[src/rtl/fifo_pkg.sv]
// Shared async-FIFO helpers: Gray/binary conversion used by both pointer blocks.
// Functions work on a fixed wide vector; callers zero-extend in and size-cast out.
package fifo_pkg;

   localparam int FIFO_ADDR_WIDTH = 4;
   localparam int FIFO_FN_WIDTH   = 32;

   typedef logic [FIFO_FN_WIDTH-1:0] fifo_vec_t;

   function automatic fifo_vec_t bin2gray(input fifo_vec_t b);
      return b ^ (b >> 1);
   endfunction

   // Zero upper bits stay zero, so a narrower pointer converts correctly once cast back.
   function automatic fifo_vec_t gray2bin(input fifo_vec_t g);
      fifo_vec_t b;
      b = '0;
      b[FIFO_FN_WIDTH-1] = g[FIFO_FN_WIDTH-1];
      for (int i = FIFO_FN_WIDTH - 2; i >= 0; i--) begin
         b[i] = b[i+1] ^ g[i];
      end
      return b;
   endfunction

endpackage

[src/rtl/sync_2ff.sv]
// Two-flop synchroniser for a Gray-coded bus; 2 clk edges of latency, no backpressure.
// Async active-high reset clears both stages.
module sync_2ff #(
   parameter int WIDTH = 5
) (
   input  logic             clk,
   input  logic             rst,
   input  logic [WIDTH-1:0] d,
   output logic [WIDTH-1:0] q
);

   logic [WIDTH-1:0] q1;

   always_ff @(posedge clk or posedge rst) begin
      if (rst) begin
         q1 <= '0;
         q  <= '0;
      end else begin
         q1 <= d;
         q  <= q1;
      end
   end

endmodule

[src/rtl/fifo_wptr_full.sv]
// Async FIFO write-side pointer, full/almost-full, conservative level and sticky overflow.
// Full asserts on the filling write; read progress frees space 3 edges later; writes while full are dropped.
module fifo_wptr_full
   import fifo_pkg::*;
#(
   parameter int ADDR_WIDTH = FIFO_ADDR_WIDTH,
   parameter int AF_MARGIN  = 2
) (
   input  logic                  clk,
   input  logic                  rst,
   input  logic                  wr_en,
   input  logic                  clr_overflow,
   input  logic [ADDR_WIDTH:0]   rd_ptr_gray,
   output logic [ADDR_WIDTH-1:0] wr_addr,
   output logic [ADDR_WIDTH:0]   wr_ptr_gray,
   output logic                  full,
   output logic                  almost_full,
   output logic [ADDR_WIDTH:0]   wr_level,
   output logic                  overflow
);

   localparam int PW    = ADDR_WIDTH + 1;
   localparam int DEPTH = 1 << ADDR_WIDTH;
   localparam logic [PW-1:0] AF_THRESH = PW'(DEPTH - AF_MARGIN);

   logic [PW-1:0] wbin;
   logic [PW-1:0] wbin_next;
   logic [PW-1:0] wgray_next;
   logic [PW-1:0] rq2;
   logic [PW-1:0] rbin_s;
   logic [PW-1:0] full_cmp;
   logic [PW-1:0] level_next;
   logic          wr_acc;
   logic          full_next;
   logic          af_next;

   sync_2ff #(.WIDTH(PW)) u_rptr_sync (
      .clk (clk),
      .rst (rst),
      .d   (rd_ptr_gray),
      .q   (rq2)
   );

   // Accept decision uses the registered full so no input reaches an output combinationally.
   always_comb begin
      wr_acc     = wr_en & ~full;
      wbin_next  = wbin + {{ADDR_WIDTH{1'b0}}, wr_acc};
      wgray_next = PW'(bin2gray(fifo_vec_t'(wbin_next)));
      rbin_s     = PW'(gray2bin(fifo_vec_t'(rq2)));
      full_cmp   = {~rq2[PW-1:PW-2], rq2[PW-3:0]};
      full_next  = (wgray_next == full_cmp);
      level_next = wbin_next - rbin_s;
      af_next    = (level_next >= AF_THRESH);
   end

   always_ff @(posedge clk or posedge rst) begin
      if (rst) begin
         wbin        <= '0;
         wr_ptr_gray <= '0;
         full        <= 1'b0;
         almost_full <= 1'b0;
         wr_level    <= '0;
         overflow    <= 1'b0;
      end else begin
         wbin        <= wbin_next;
         wr_ptr_gray <= wgray_next;
         full        <= full_next;
         almost_full <= af_next;
         wr_level    <= level_next;
         // Set has priority over clear.
         overflow    <= (wr_en & full) | (overflow & ~clr_overflow);
      end
   end

   assign wr_addr = wbin[ADDR_WIDTH-1:0];

endmodule

[config.mk]
export PLATFORM = sky130hd
export DESIGN_NAME = fifo_wptr_full
export DESIGN_NICKNAME = d
export VERILOG_FILES = /design/src/rtl/fifo_pkg.sv /design/src/rtl/sync_2ff.sv /design/src/rtl/fifo_wptr_full.sv
export SDC_FILE = /design/constraint.sdc
export NUM_CORES = 1
export LEC_CHECK = 0
export CORE_ASPECT_RATIO = 1.75
export CORE_MARGIN = 4
export CORE_UTILIZATION = 49
export DETAILED_ROUTE_END_ITERATION = 10
export GPL_TIMING_DRIVEN = 0
export PLACE_DENSITY = 0.77
export SLEW_MARGIN = 20
export SYNTH_ARGS = -nofsm -noshare
export SYNTH_HDL_FRONTEND = slang
export SYNTH_HIERARCHICAL = 1
export SYNTH_SLANG_ARGS = --single-unit
export TNS_END_PERCENT = 30
[constraint.sdc]
create_clock -name clk -period 3.2 [get_ports clk]
set_clock_uncertainty 0.2 [all_clocks]
set_input_delay 0.64 -clock clk [delete_from_list [all_inputs] [get_ports clk]]
set_output_delay 0.64 -clock clk [all_outputs]
set_load 0.005 [all_outputs]
# Word-level counts from Yosys, hierarchy flattened

Cells that the tools add are included.

Register bits after elaboration: 28
Bits in latches: 0
Bits in writable memories: 0
Memory bits (read-only): 0
Bits of input ports: 9
Output and inout bits: 17
Memories: 0

Add/sub/neg operators: 2
Multiply operators: 0
Div/mod/pow operators: 0
Magnitude comparators: 1
Equality and inequality tests: 1
Shifts and indexed selects: 0
Mux-type cells: 0
Bitwise gates (word level): 12
Reductions and logical operators: 0

Operators by type and width:

| operator                                                          | count |
|---|---|
| adder 5 x 1 -> 5 bit                                              | 1 |
| equality test 5 bit                                               | 1 |
| greater-or-equal comparator 5 x 4 -> 1 bit, second input constant | 1 |
| subtractor 5 bit                                                  | 1 |
| XOR 5 x 4 -> 5 bit                                                | 1 |
| XOR 1 bit                                                         | 4 |
| bitwise AND 1 bit                                                 | 3 |
| NOT 1 bit                                                         | 2 |
| NOT 2 bit                                                         | 1 |
| bitwise OR 1 bit                                                  | 1 |

# Depth between registers and ports, before layout

Gate-level depths: netlist of the first run.

Depth in word-level cells: 6
Gate-level depth with buffers: 11

# Hierarchy

Netlist of the first run, hierarchy kept.

Modules (own cells, without submodules):

| module         | instances | cells an instance | area each (um^2) |
|---|---|---|---|
| fifo_wptr_full | 1         | 89                | 979.7 |
| sync_2ff       | 1         | 11                | 254.0 |

# Worst setup path after synthesis of the first run

OpenSTA, ideal clock, no wires.

Path type: input-to-reg
Start point: input wr_en
End point: register almost_full
Library setup time: 0.120 ns
Arrival time: 2.441 ns
Data required time: 2.880 ns
Path slack: 0.439 ns
Stages on the path: 10
Buffers on the path: 1
Cells stage by stage: nor2b_1 ha_1 clkbuf_1 xnor2_1 inv_1 ha_1 a21o_1 a21oi_1 xnor2_1 a31o_1

Cells in the longest elaborated chain, start to end: 4

RTL lines:

| what                                       | line                 | text |
|---|---|---|
| from (decl)                                | fifo_wptr_full.sv:11 | `input logic wr_en,` |
| bitwise AND 1 bit                          | fifo_wptr_full.sv:46 | `wr_acc = wr_en & ~full;` |
| adder 5 x 1 -> 5 bit                       | fifo_wptr_full.sv:47 | `wbin_next = wbin + {{ADDR_WIDTH{1'b0}}, wr_acc};` |
| via wbin_next[1]                           | fifo_wptr_full.sv:27 | `logic [PW-1:0] wbin_next;` |
| subtractor 5 bit                           | fifo_wptr_full.sv:52 | `level_next = wbin_next - rbin_s;` |
| via level_next[3]                          | fifo_wptr_full.sv:32 | `logic [PW-1:0] level_next;` |
| greater-or-equal comparator 5 x 4 -> 1 bit | fifo_wptr_full.sv:53 | `af_next = (level_next >= AF_THRESH);` |
| via af_next                                | fifo_wptr_full.sv:35 | `logic af_next;` |
| to (signal assigned)                       | fifo_wptr_full.sv:68 | `almost_full <= af_next;` |
| to (decl)                                  | fifo_wptr_full.sv:17 | `output logic almost_full,` |

The timed path passes the listed nets, and every way through them passes these cells.

# Worst setup path after layout of the first run

Ends and elaborated chain as after synthesis.

==> results of run 1 <==
-- layer usage --
layer  routed length (µm)  global-route usage [%]  share of wire (%)
met5                    0                       0                  0
met4                   71                    9.49                3.4
met3                   97                    2.66                4.6
met2                 1170                    24.7                 56
met1                  762                    15.9                 36
-- how the worst min path moves through the flow --
stage | start | end | cells after the start
CTS | u_rptr_sync/q1[1] | u_rptr_sync/q[1] | 0
detailed placement | u_rptr_sync/q1[1] | u_rptr_sync/q[1] | 0
global route | u_rptr_sync/q1[4] | u_rptr_sync/q[4] | 0
finish | u_rptr_sync/q1[1] | u_rptr_sync/q[1] | 0
floorplan | u_rptr_sync/q1[0] | u_rptr_sync/q[0] | 0
global placement | u_rptr_sync/q1[2] | u_rptr_sync/q[2] | 0
-- stage by stage --
stage | power (W) | setup TNS, ns | utilization, % | area [µm²]
global placement | 0.00146 | -0.300 | 64.2 | 1520
CTS | 0.00169 | 0 | 66.4 | 1570
detailed placement | 0.00150 | -0.536 | 64.2 | 1520
floorplan | 0.00115 | 0 | - | 1230
global route | 0.00185 | 0 | 67.6 | 1590
finish | 0.00172 | 0 | 67.6 | 1590
-- registers in the layout (all words and copies together) (netlist names) --
register and count:
wr_level 5, almost_full 1, overflow 1, full 1, wbin 5, wr_ptr_gray 4
u_rptr_sync/q1 5, u_rptr_sync/q 5
-- final cells by class --
class	instances	share of cell area, %
repair buffers	26	16.2
clock buffers	4	2.83
inverters	11	2.59
plain buffers	4	1.57
flip-flops and latches	27	42.4
multi-input cells	57	32.5
well taps	25	1.96
-- power by group through the flow --
stage	sequential (W)	clock, W	combinational, W
3_3_place_gp	0.000524	0	0.000934
3_5_place_dp	0.000533	0	0.000962
4_1_cts	0.000525	0.000191	0.000974
5_1_grt	0.000536	0.000204	0.00111
2_1_floorplan	0.000540	0	0.000608
6_report	0.000523	0.000185	0.00101
-- timing repair --
action,in CTS,in global routing
setup buffers,0,1
pin swaps,0,1
endpoints found under the setup margin,1,2
gates resized for setup,1,3
-- cells in the final DEF, fill, tap and decap left out, types with 2 or more instances in the layout --
master / count
xor2_2: 2
inv_1: 11
clkbuf_8: 3
xor2_1: 5
nand3_1: 2
o21ai_0: 2
dfrtp_1: 27
nor2_1: 2
nand2_1: 4
ha_1: 5
xnor2_1: 13
xnor2_2: 3
buf_2: 2
a21o_1: 3
clkdlybuf4s50_1: 25
clkbuf_1: 2
nand4b_1: 2
a21oi_1: 3
-- cells by family (layout without fill, tap and decap cells) --
| group | Yosys count | count (layout) | synth area share (%) |
|---|---|---|---|
| flops | 27 | 27 | 54.8 |
| xor+xnor | 23 | 23 | 18.2 |
| buf+inv | 16 | 45 | 5.68 |
| simple gates | 15 | 15 | 7.51 |
| compound gates | 12 | 12 | 6.19 |
| fa+ha+maj | 7 | 7 | 7.71 |
==> key figures, run 1 <==
STA
  • Tcrit/Tclk final: 95.4%
  • Unrepaired setup endpoints after global routing: no
  • Slew margin rel.: 58.7%
  • Final-report max-slew violation count: 0
  • Hold_ws: 0.154 ns
  • Post-layout min period: 3.05 ns
  • Final hold violations: 0
  • Fmax: 328 MHz
  • Final setup violation count: 0
  • Worst-Margin Slew: 0.619 ns
  • Worst setup margin: 0.147 ns

CTS
  • Clk_lat worst skew: 0.27 ns
  • Inserted Clock Buffers: 3
  • H-tree lvl count: 1
  • CTS root buf: clkbuf_8
  • CTS Buffer Depth: 2
  • Clock tree sinks: 27
  • Clock-pin slew on the worst setup and hold paths: 0.08 ns
  • Post-CTS Hold Buffers: 0
  • TritonCTS clock tree: built

Critical path
  • Startpoint Class: input pin
  • RR Startpoint: u_rptr_sync/q[4]
  • Slowest stage delay, CP: 0.47 ns
  • Crit path kind: input pin to flop
  • CP top delay family: adder cells
  • Data arrival, critical path: 3.02 ns
  • CP Buf/Inv Count: 1
  • Critical Path RT: 3.16 ns
  • FF-to-FF setup slack: 0.28 ns
  • Max FO, Critical Path: 9
  • FF-to-FF End: almost_full
  • Reg2reg path depth: 11
  • Setup crit start: wr_en
  • CP endpoint kind: flop
  • CP endpoint: almost_full
  • Crit-path slowest cell: clkdlybuf4s50_1
  • Worst path depth: 9
  • Crit path cell chain: clkdlybuf4s50_1 > nor2b_2 > ha_1 > nand3_1 > xnor2_1 > ha_1 > a21oi_1 > xnor2_1 > a31o_1

Synthesis
  • Synth unique cells: 27
  • Seq/Total Area, Yosys: 54.8%
  • Largest cells by area after synthesis: dfrtp_1, xnor2_1, ha_1
  • Yosys top cell area share: 54.8%
  • Count leader, synth: dfrtp_1
  • Area leader, netlist: dfrtp_1
  • Commonest cells post-synth: dfrtp_1, xnor2_1, inv_1
  • Syn Std Cell Area: 1230 µm²
  • Avg Cell Area, Syn: 12.3 µm²
  • Synthesis Warnings: 6
  • Top_reg_cell synth: dfrtp_1
  • Async set or reset register ratio after synthesis: 100%
  • EDFF count, synth: 0
  • Post-Syn Nets: 116
  • Mapped Cells: 100
  • Synth Register Bits: 27

Finish
  • Antenna diodes: 0
  • Footprint of the multi-input gates: 518 µm²
  • Layout cells sized above 1: 11.6%
  • Non-filler cells, final: 154
  • Number of nets in the layout: 146
  • Syn-to-layout area delta: 29.2%
  • Fillers: 184
  • Storage element area: 676 µm²

Place
  • Post-Place Setup Slack: -0.301 ns
  • Placed Cells: 150
  • # port buffers: 25
  • Post-DP HPWL: 1720 µm
  • Final Wtd Congestion: 0.756

Pwr
  • Sw Ratio: 36.0%
  • Logic gate share of total power: 58.8%
  • Reg power frac: 30.4%
  • Cell leakage power: 0.709 nW
  • Switching pwr: 0.000619 W
  • P per Cell Area: 1080 nW/µm²
  • Internal power: 0.00110 W
  • Clock network power share: 10.8%
  • Peak VDD IR: 0.000664 V

Floorplan
  • # IOs: 26
  • Die Wd: 45.9 µm
  • Die Height: 74.4 µm
  • Initial core utilization: 52.3%
  • Core area: 2360 µm²
  • Die area: 3420 µm²
  • # rows: 23

Routing
  • Vias/cell: 5.08
  • DRC: 0
  • Wirelength, routed: 2100 µm
  • Initial DRT Pass Iterations: 4
  • DRT antenna net count: 0
  • Wire length per cell: 13.7 µm
  • DR vias: 783
  • 1st-iter DRT viols: 10

GRT
  • Initial antenna violation count: 0
  • GRT overflow: 0
  • Largest net degree at the start of global routing: 18
  • First-pass GRT wire length: 3560 µm
  • Vias in the first global route: 798
  • GRT Total Usage: 14.6%

Job
  • Max-cap violation count: 0

Outcome
  • Outcome: finished, final reports clean

Hold path
  • Tightest Hold Check Type: flop to flop
Note: power is estimated with default switching activity, not from simulation.
==> inputs of run 2 (changes only) <==
--- a/config.mk
+++ b/config.mk
@@ -5,10 +5,12 @@
 export SDC_FILE = /design/constraint.sdc
 export NUM_CORES = 1
 export LEC_CHECK = 0
+export ABC_AREA = 1
 export CORE_ASPECT_RATIO = 1.75
 export CORE_MARGIN = 4
 export CORE_UTILIZATION = 49
 export DETAILED_ROUTE_END_ITERATION = 10
+export GPL_ROUTABILITY_DRIVEN = 1
 export GPL_TIMING_DRIVEN = 0
 export PLACE_DENSITY = 0.77
 export SLEW_MARGIN = 20
==> key figures, run 2 <==
Job
  • Max-cap violation count: 0

Place
  • Post-DP HPWL: 1860 µm
  • Dpl cell area: 1520 µm²
  • Placed Cells: 178
  • Final Wtd Congestion: 0.798
  • # port buffers: 25

CTS
  • CTS root buf: clkbuf_8
  • H-tree lvl count: 1
  • Clk_lat worst skew: 0.27 ns
  • TritonCTS clock tree: built
  • Post-CTS Hold Buffers: 0
  • Clock tree sinks: 27
  • CTS resizes: 0
  • Number of setup buffers added after CTS: 0
  • CTS Buffer Depth: 2
  • Inserted Clock Buffers: 3
  • Clock-pin slew on the worst setup and hold paths: 0.09 ns

Finish
  • Fillers: 196
  • Number of nets in the layout: 174
  • Design area: 1570 µm²
  • Most common cell after layout, fill and taps aside: nand2_1
  • Non-filler cells, final: 182
  • Layout cells sized above 1: 10.2%
  • Most frequent cells in the layout: nand2_1, dfrtp_1, clkdlybuf4s50_1
  • Antenna diodes: 0
  • Syn-to-layout area delta: 26.6%

STA
  • Slew margin rel.: 56.0%
  • Hold_ws: 0.158 ns
  • Fmax: 344 MHz
  • Final hold violations: 0
  • Tcrit/Tclk final: 90.8%
  • Worst-Margin Slew: 0.659 ns
  • Post-layout min period: 2.91 ns
  • Final setup violation count: 0
  • Unrepaired setup endpoints after global routing: no
  • Final-report max-slew violation count: 0

Pwr
  • Sw Ratio: 39.0%
  • Logic gate share of total power: 53.9%
  • P per Cell Area: 981 nW/µm²
  • Internal power: 0.000940 W
  • Reg power frac: 33.8%
  • Peak VDD IR: 0.000502 V
  • Clock network power share: 12.4%
  • Switching pwr: 0.000600 W
  • Cell leakage power: 0.807 nW

Floorplan
  • # rows: 23
  • Die Wd: 46.0 µm
  • Die area: 3430 µm²
  • Die Height: 74.5 µm
  • # IOs: 26
  • Core area: 2360 µm²
  • Initial core utilization: 52.5%

Routing
  • Vias/cell: 4.89
  • Wirelength, routed: 2250 µm
  • Wire length per cell: 12.4 µm
  • DR vias: 890
  • 1st-iter DRT viols: 23
  • Initial DRT Pass Iterations: 4
  • DRC: 0
  • DRT antenna net count: 0

Outcome
  • Outcome: finished, final reports clean

GRT
  • Initial antenna violation count: 0
  • Vias in the first global route: 966
  • First-pass GRT wire length: 3840 µm
  • Met1 usage: 14.3%
  • Most Used Layer, Global Route: met2
  • Largest net degree at the start of global routing: 18
  • GRT Total Usage: 15.4%
  • GR Util met3: 3.15%
  • GRT overflow: 0
  • GRT met2 Usage: 29.3%

Critical path
  • Setup crit start: wr_en
  • FF-to-FF setup slack: 0.64 ns
  • Critical Path RT: 3.16 ns
  • Startpoint Class: input pin
  • RR Startpoint: u_rptr_sync/q[4]
  • Crit path kind: input pin to flop
  • CP endpoint kind: flop
  • Max FO, Critical Path: 4
  • Data arrival, critical path: 2.86 ns

Synthesis
  • Yosys top cell area share: 54.5%
  • Post-Syn Nets: 144
  • Syn Std Cell Area: 1240 µm²
  • Avg Cell Area, Syn: 9.69 µm²
  • Commonest cells post-synth: nand2_1, dfrtp_1, inv_1
  • Synth Register Bits: 27
  • Mapped Cells: 128
  • Synth unique cells: 19
  • Synthesis Warnings: 6
  • Count leader, synth: nand2_1
  • Seq/Total Area, Yosys: 54.5%
  • EDFF count, synth: 0
  • Area leader, netlist: dfrtp_1
  • Top_reg_cell synth: dfrtp_1
  • Async set or reset register ratio after synthesis: 100%
  • Largest cells by area after synthesis: dfrtp_1, nand2_1, inv_1

Hold path
  • Tightest Hold Check Type: flop to flop
  • HP Start: u_rptr_sync/q1[3]
[run 2: worst paths after layout]
| path | cells past startpoint | end |
|---|---|---|
| min in group asynchronous | 2 | u_rptr_sync/q[1] |
| hold / removal | 0 | u_rptr_sync/q[3] |
| hold reg to reg | 0 | u_rptr_sync/q[3] |
| max in group asynchronous | 2 | wbin[0] |
| setup / recovery | 14 | almost_full |
| setup reg to reg | 12 | almost_full |
[run 2: cells by family (layout without fill, tap and decap cells)]
family                   after synthesis  in the layout  share of synthesized area, %
AO/OA/AOI/OAI                          6              6                          2.93
XOR/XNOR                               7              7                          7.37
adder cells (fa/ha/maj)                7              7                          7.67
buffers and inverters                 25             54                          7.57
flip-flops                            27             27                          54.5
AND/OR/NAND/NOR                       56             56                          20.0
[run 2: area by class of cell]
class / instances / area (µm²) / share of cell area (%)
clock inverters: 1 / 7.51 / 0.478
repair buffers: 25 / 250 / 15.9
flip-flops and latches: 27 / 676 / 43.0
clock buffers: 3 / 41.3 / 2.63
multi-input cells: 76 / 470 / 30.0
inverters: 25 / 93.8 / 5.98
well taps: 25 / 31.3 / 1.99
[run 2: metal layers]
metal / wire [µm] / share of wire, %
met5: 0 / 0
met1: 765 / 34
met4: 70 / 3.1
met2: 1300 / 58
met3: 111 / 4.9
[run 2: power groups by stage]
stage               Sequential [W]  Clock [W]  Combinational (W)
floorplan                 0.000535          0           0.000491
global placement          0.000519          0           0.000811
detailed placement        0.000530          0           0.000835
CTS                       0.000521   0.000195           0.000840
global route              0.000534   0.000210           0.000935
finish                    0.000520   0.000190           0.000830
[run 2: metrics by stage]
step	setup WS, ns	power, W	setup TNS, ns	utilization [%]
floorplan	0.796	0.00103	0	-
global placement	0.0428	0.00133	0	64.5
detailed placement	-0.00364	0.00136	-0.00364	64.5
CTS	0.277	0.00156	0	66.5
global route	0.0790	0.00168	0	66.5
finish	0.293	0.00154	0	66.5
[run 2: critical path: stages]
cell and delay (ns):
clkdlybuf4s50_1 0.47, inv_1 0.04, nor2_1 0.15, ha_1 0.22, nand3_1 0.08, nand2_1 0.16
inv_2 0.08, ha_1 0.35, nand2_1 0.06, o21ai_0 0.21, xnor2_1 0.14, inv_1 0.06
nand3_1 0.10, nand3_1 0.08
==> inputs of run 3 (changes only) <==
--- a/config.mk
+++ b/config.mk
@@ -6,13 +6,17 @@
 export NUM_CORES = 1
 export LEC_CHECK = 0
 export ABC_AREA = 1
+export ABC_CLOCK_PERIOD_IN_PS = 3200
+export CELL_PAD_IN_SITES_DETAIL_PLACEMENT = 1
+export CELL_PAD_IN_SITES_GLOBAL_PLACEMENT = 1
 export CORE_ASPECT_RATIO = 1.75
 export CORE_MARGIN = 4
-export CORE_UTILIZATION = 49
+export CORE_UTILIZATION = 37
 export DETAILED_ROUTE_END_ITERATION = 10
 export GPL_ROUTABILITY_DRIVEN = 1
 export GPL_TIMING_DRIVEN = 0
-export PLACE_DENSITY = 0.77
+export PLACE_DENSITY_LB_ADDON = 0.1
+export SETUP_SLACK_MARGIN = 0.5
 export SLEW_MARGIN = 20
 export SYNTH_ARGS = -nofsm -noshare
 export SYNTH_HDL_FRONTEND = slang
==> key figures, run 3 (synthesis gave the netlist of run 2 again) <==
Finish
  • Non-filler cells, final: 206
  • Most common cell after layout, fill and taps aside: dfrtp_1
  • Layout cells sized above 1: 22.1%
  • Antenna diodes: 0
  • Syn-to-layout area delta: 39.7%
  • Number of nets in the layout: 180
  • Most frequent cells in the layout: dfrtp_1, nand2_1, clkdlybuf4s50_1
  • Fillers: 377

GRT
  • Initial antenna violation count: 0
  • Largest net degree at the start of global routing: 18
  • First-pass GRT wire length: 4840 µm
  • Vias in the first global route: 1,059
  • GRT Total Usage: 14.9%
  • GRT overflow: 0

Place
  • Final Wtd Congestion: 0.759
  • Post-DP HPWL: 2190 µm
  • # port buffers: 25
  • Placed Cells: 196

Routing
  • 1st-iter DRT viols: 10
  • DRT antenna net count: 0
  • DRC: 0
  • Vias/cell: 4.61
  • Initial DRT Pass Iterations: 3
  • Wirelength, routed: 2880 µm
  • DR vias: 949
  • Wire length per cell: 14.0 µm

CTS
  • CTS Buffer Depth: 2
  • Post-CTS Hold Buffers: 0
  • Inserted Clock Buffers: 3
  • Clock-pin slew on the worst setup and hold paths: 0.09 ns
  • CTS root buf: clkbuf_8
  • Clk_lat worst skew: 0.28 ns
  • TritonCTS clock tree: built
  • Clock tree sinks: 27
  • H-tree lvl count: 1

Hold path
  • Tightest Hold Check Type: flop to flop
  • HP Start: u_rptr_sync/q1[4]

STA
  • Final-report max-slew violation count: 0
  • Tcrit/Tclk final: 80.0%
  • Post-layout min period: 2.56 ns
  • Unrepaired setup endpoints after global routing: yes
  • Final setup violation count: 0
  • Setup TNS: 0 ns
  • Worst-Margin Slew: 0.657 ns
  • Final hold violations: 0
  • Slew margin rel.: 56.1%
  • Fmax: 391 MHz
  • Hold_ws: 0.155 ns

Floorplan
  • # rows: 27
  • # IOs: 26
  • Die Height: 84.6 µm
  • Die Wd: 51.8 µm
  • Core area: 3180 µm²
  • Initial core utilization: 39.0%
  • Die area: 4380 µm²

Pwr
  • Cell leakage power: 0.854 nW
  • Peak VDD IR: 0.000681 V
  • P per Cell Area: 1030 nW/µm²

Outcome
  • Outcome: finished, final reports clean

Critical path
  • RR Startpoint: u_rptr_sync/q[4]
  • Setup crit start: u_rptr_sync/q[4]
  • Critical Path RT: 3.22 ns
  • CP endpoint kind: flop
  • Max FO, Critical Path: 3
  • Crit path kind: flop to flop
  • Startpoint Class: flop
  • Data arrival, critical path: 2.58 ns

Job
  • Max-cap violation count: 0
-- run 3: critical path: stages (launching register included) --
cell	delay (ns)
dfrtp_1	0.43
xnor2_2	0.28
xor2_2	0.25
xor3_1	0.20
inv_1	0.07
ha_4	0.17
fa_2	0.40
inv_1	0.07
nand2_1	0.04
nand2_1	0.07
a21oi_2	0.06
a21o_1	0.17
nand3_1	0.08
-- run 3: routing by layer --
| layer | vias up | GRT usage, % | wire [µm] |
|---|---|---|---|
| li1 | 457 | - | - |
| met1 | 466 | 15.5 | 988 |
| met2 | 21 | 28.2 | 1760 |
| met3 | 5 | 1.60 | 62 |
| met4 | 0 | 6.92 | 70 |
| met5 | - | 0 | 0 |
-- run 3: per-stage QoR --
step           utilization (%)  instance area [µm²]  total power [W]  setup WS (ns)
6_report                  54.5                 1730          0.00178          0.640
3_5_place_dp              48.6                 1540          0.00139        -0.0308
5_1_grt                   54.5                 1730          0.00195          0.469
4_1_cts                   52.8                 1680          0.00171          0.509
3_3_place_gp              48.6                 1540          0.00134         0.0277
2_1_floorplan                -                 1240          0.00103          0.796
-- run 3: power breakdown --
part / total [W] / switching [W] / internal (W)
registers: 0.000533 / 0.0000757 / 0.000458
clock network: 0.000195 / 0.000107 / 0.0000875
logic: 0.00105 / 0.000523 / 0.000525
-- run 3: path summary, 6_finish.rpt --
path | slack, ns | endpoint | cells past startpoint
max in group asynchronous | 1.78 | wr_ptr_gray[0] | 2
setup / recovery | 0.64 | almost_full | 12
hold reg to reg | 0.16 | u_rptr_sync/q[4] | 0
hold / removal | 0.16 | u_rptr_sync/q[4] | 0
min in group asynchronous | 0.48 | u_rptr_sync/q1[3] | 2
setup reg to reg | 0.64 | almost_full | 12
-- run 3: repair_timing --
action | in CTS | in global routing
cloned | 0 | 0
setup endpoints to repair | 3 | 2
buffers inserted | 1 | 5
pin swaps | 3 | 7
gates resized for setup | 17 | 6
-- run 3: cell type report --
| cell class | instances | area [µm²] | share of cell area [%] |
|---|---|---|---|
| timing repair buffer | 31 | 298 | 17.2 |
| sequential | 27 | 676 | 39.0 |
| inverter | 25 | 96.3 | 5.56 |
| multi-input combinational | 76 | 562 | 32.4 |
| clock buffer | 3 | 41.3 | 2.38 |
| clock inverter | 1 | 5.00 | 0.289 |
| tap | 43 | 53.8 | 3.11 |
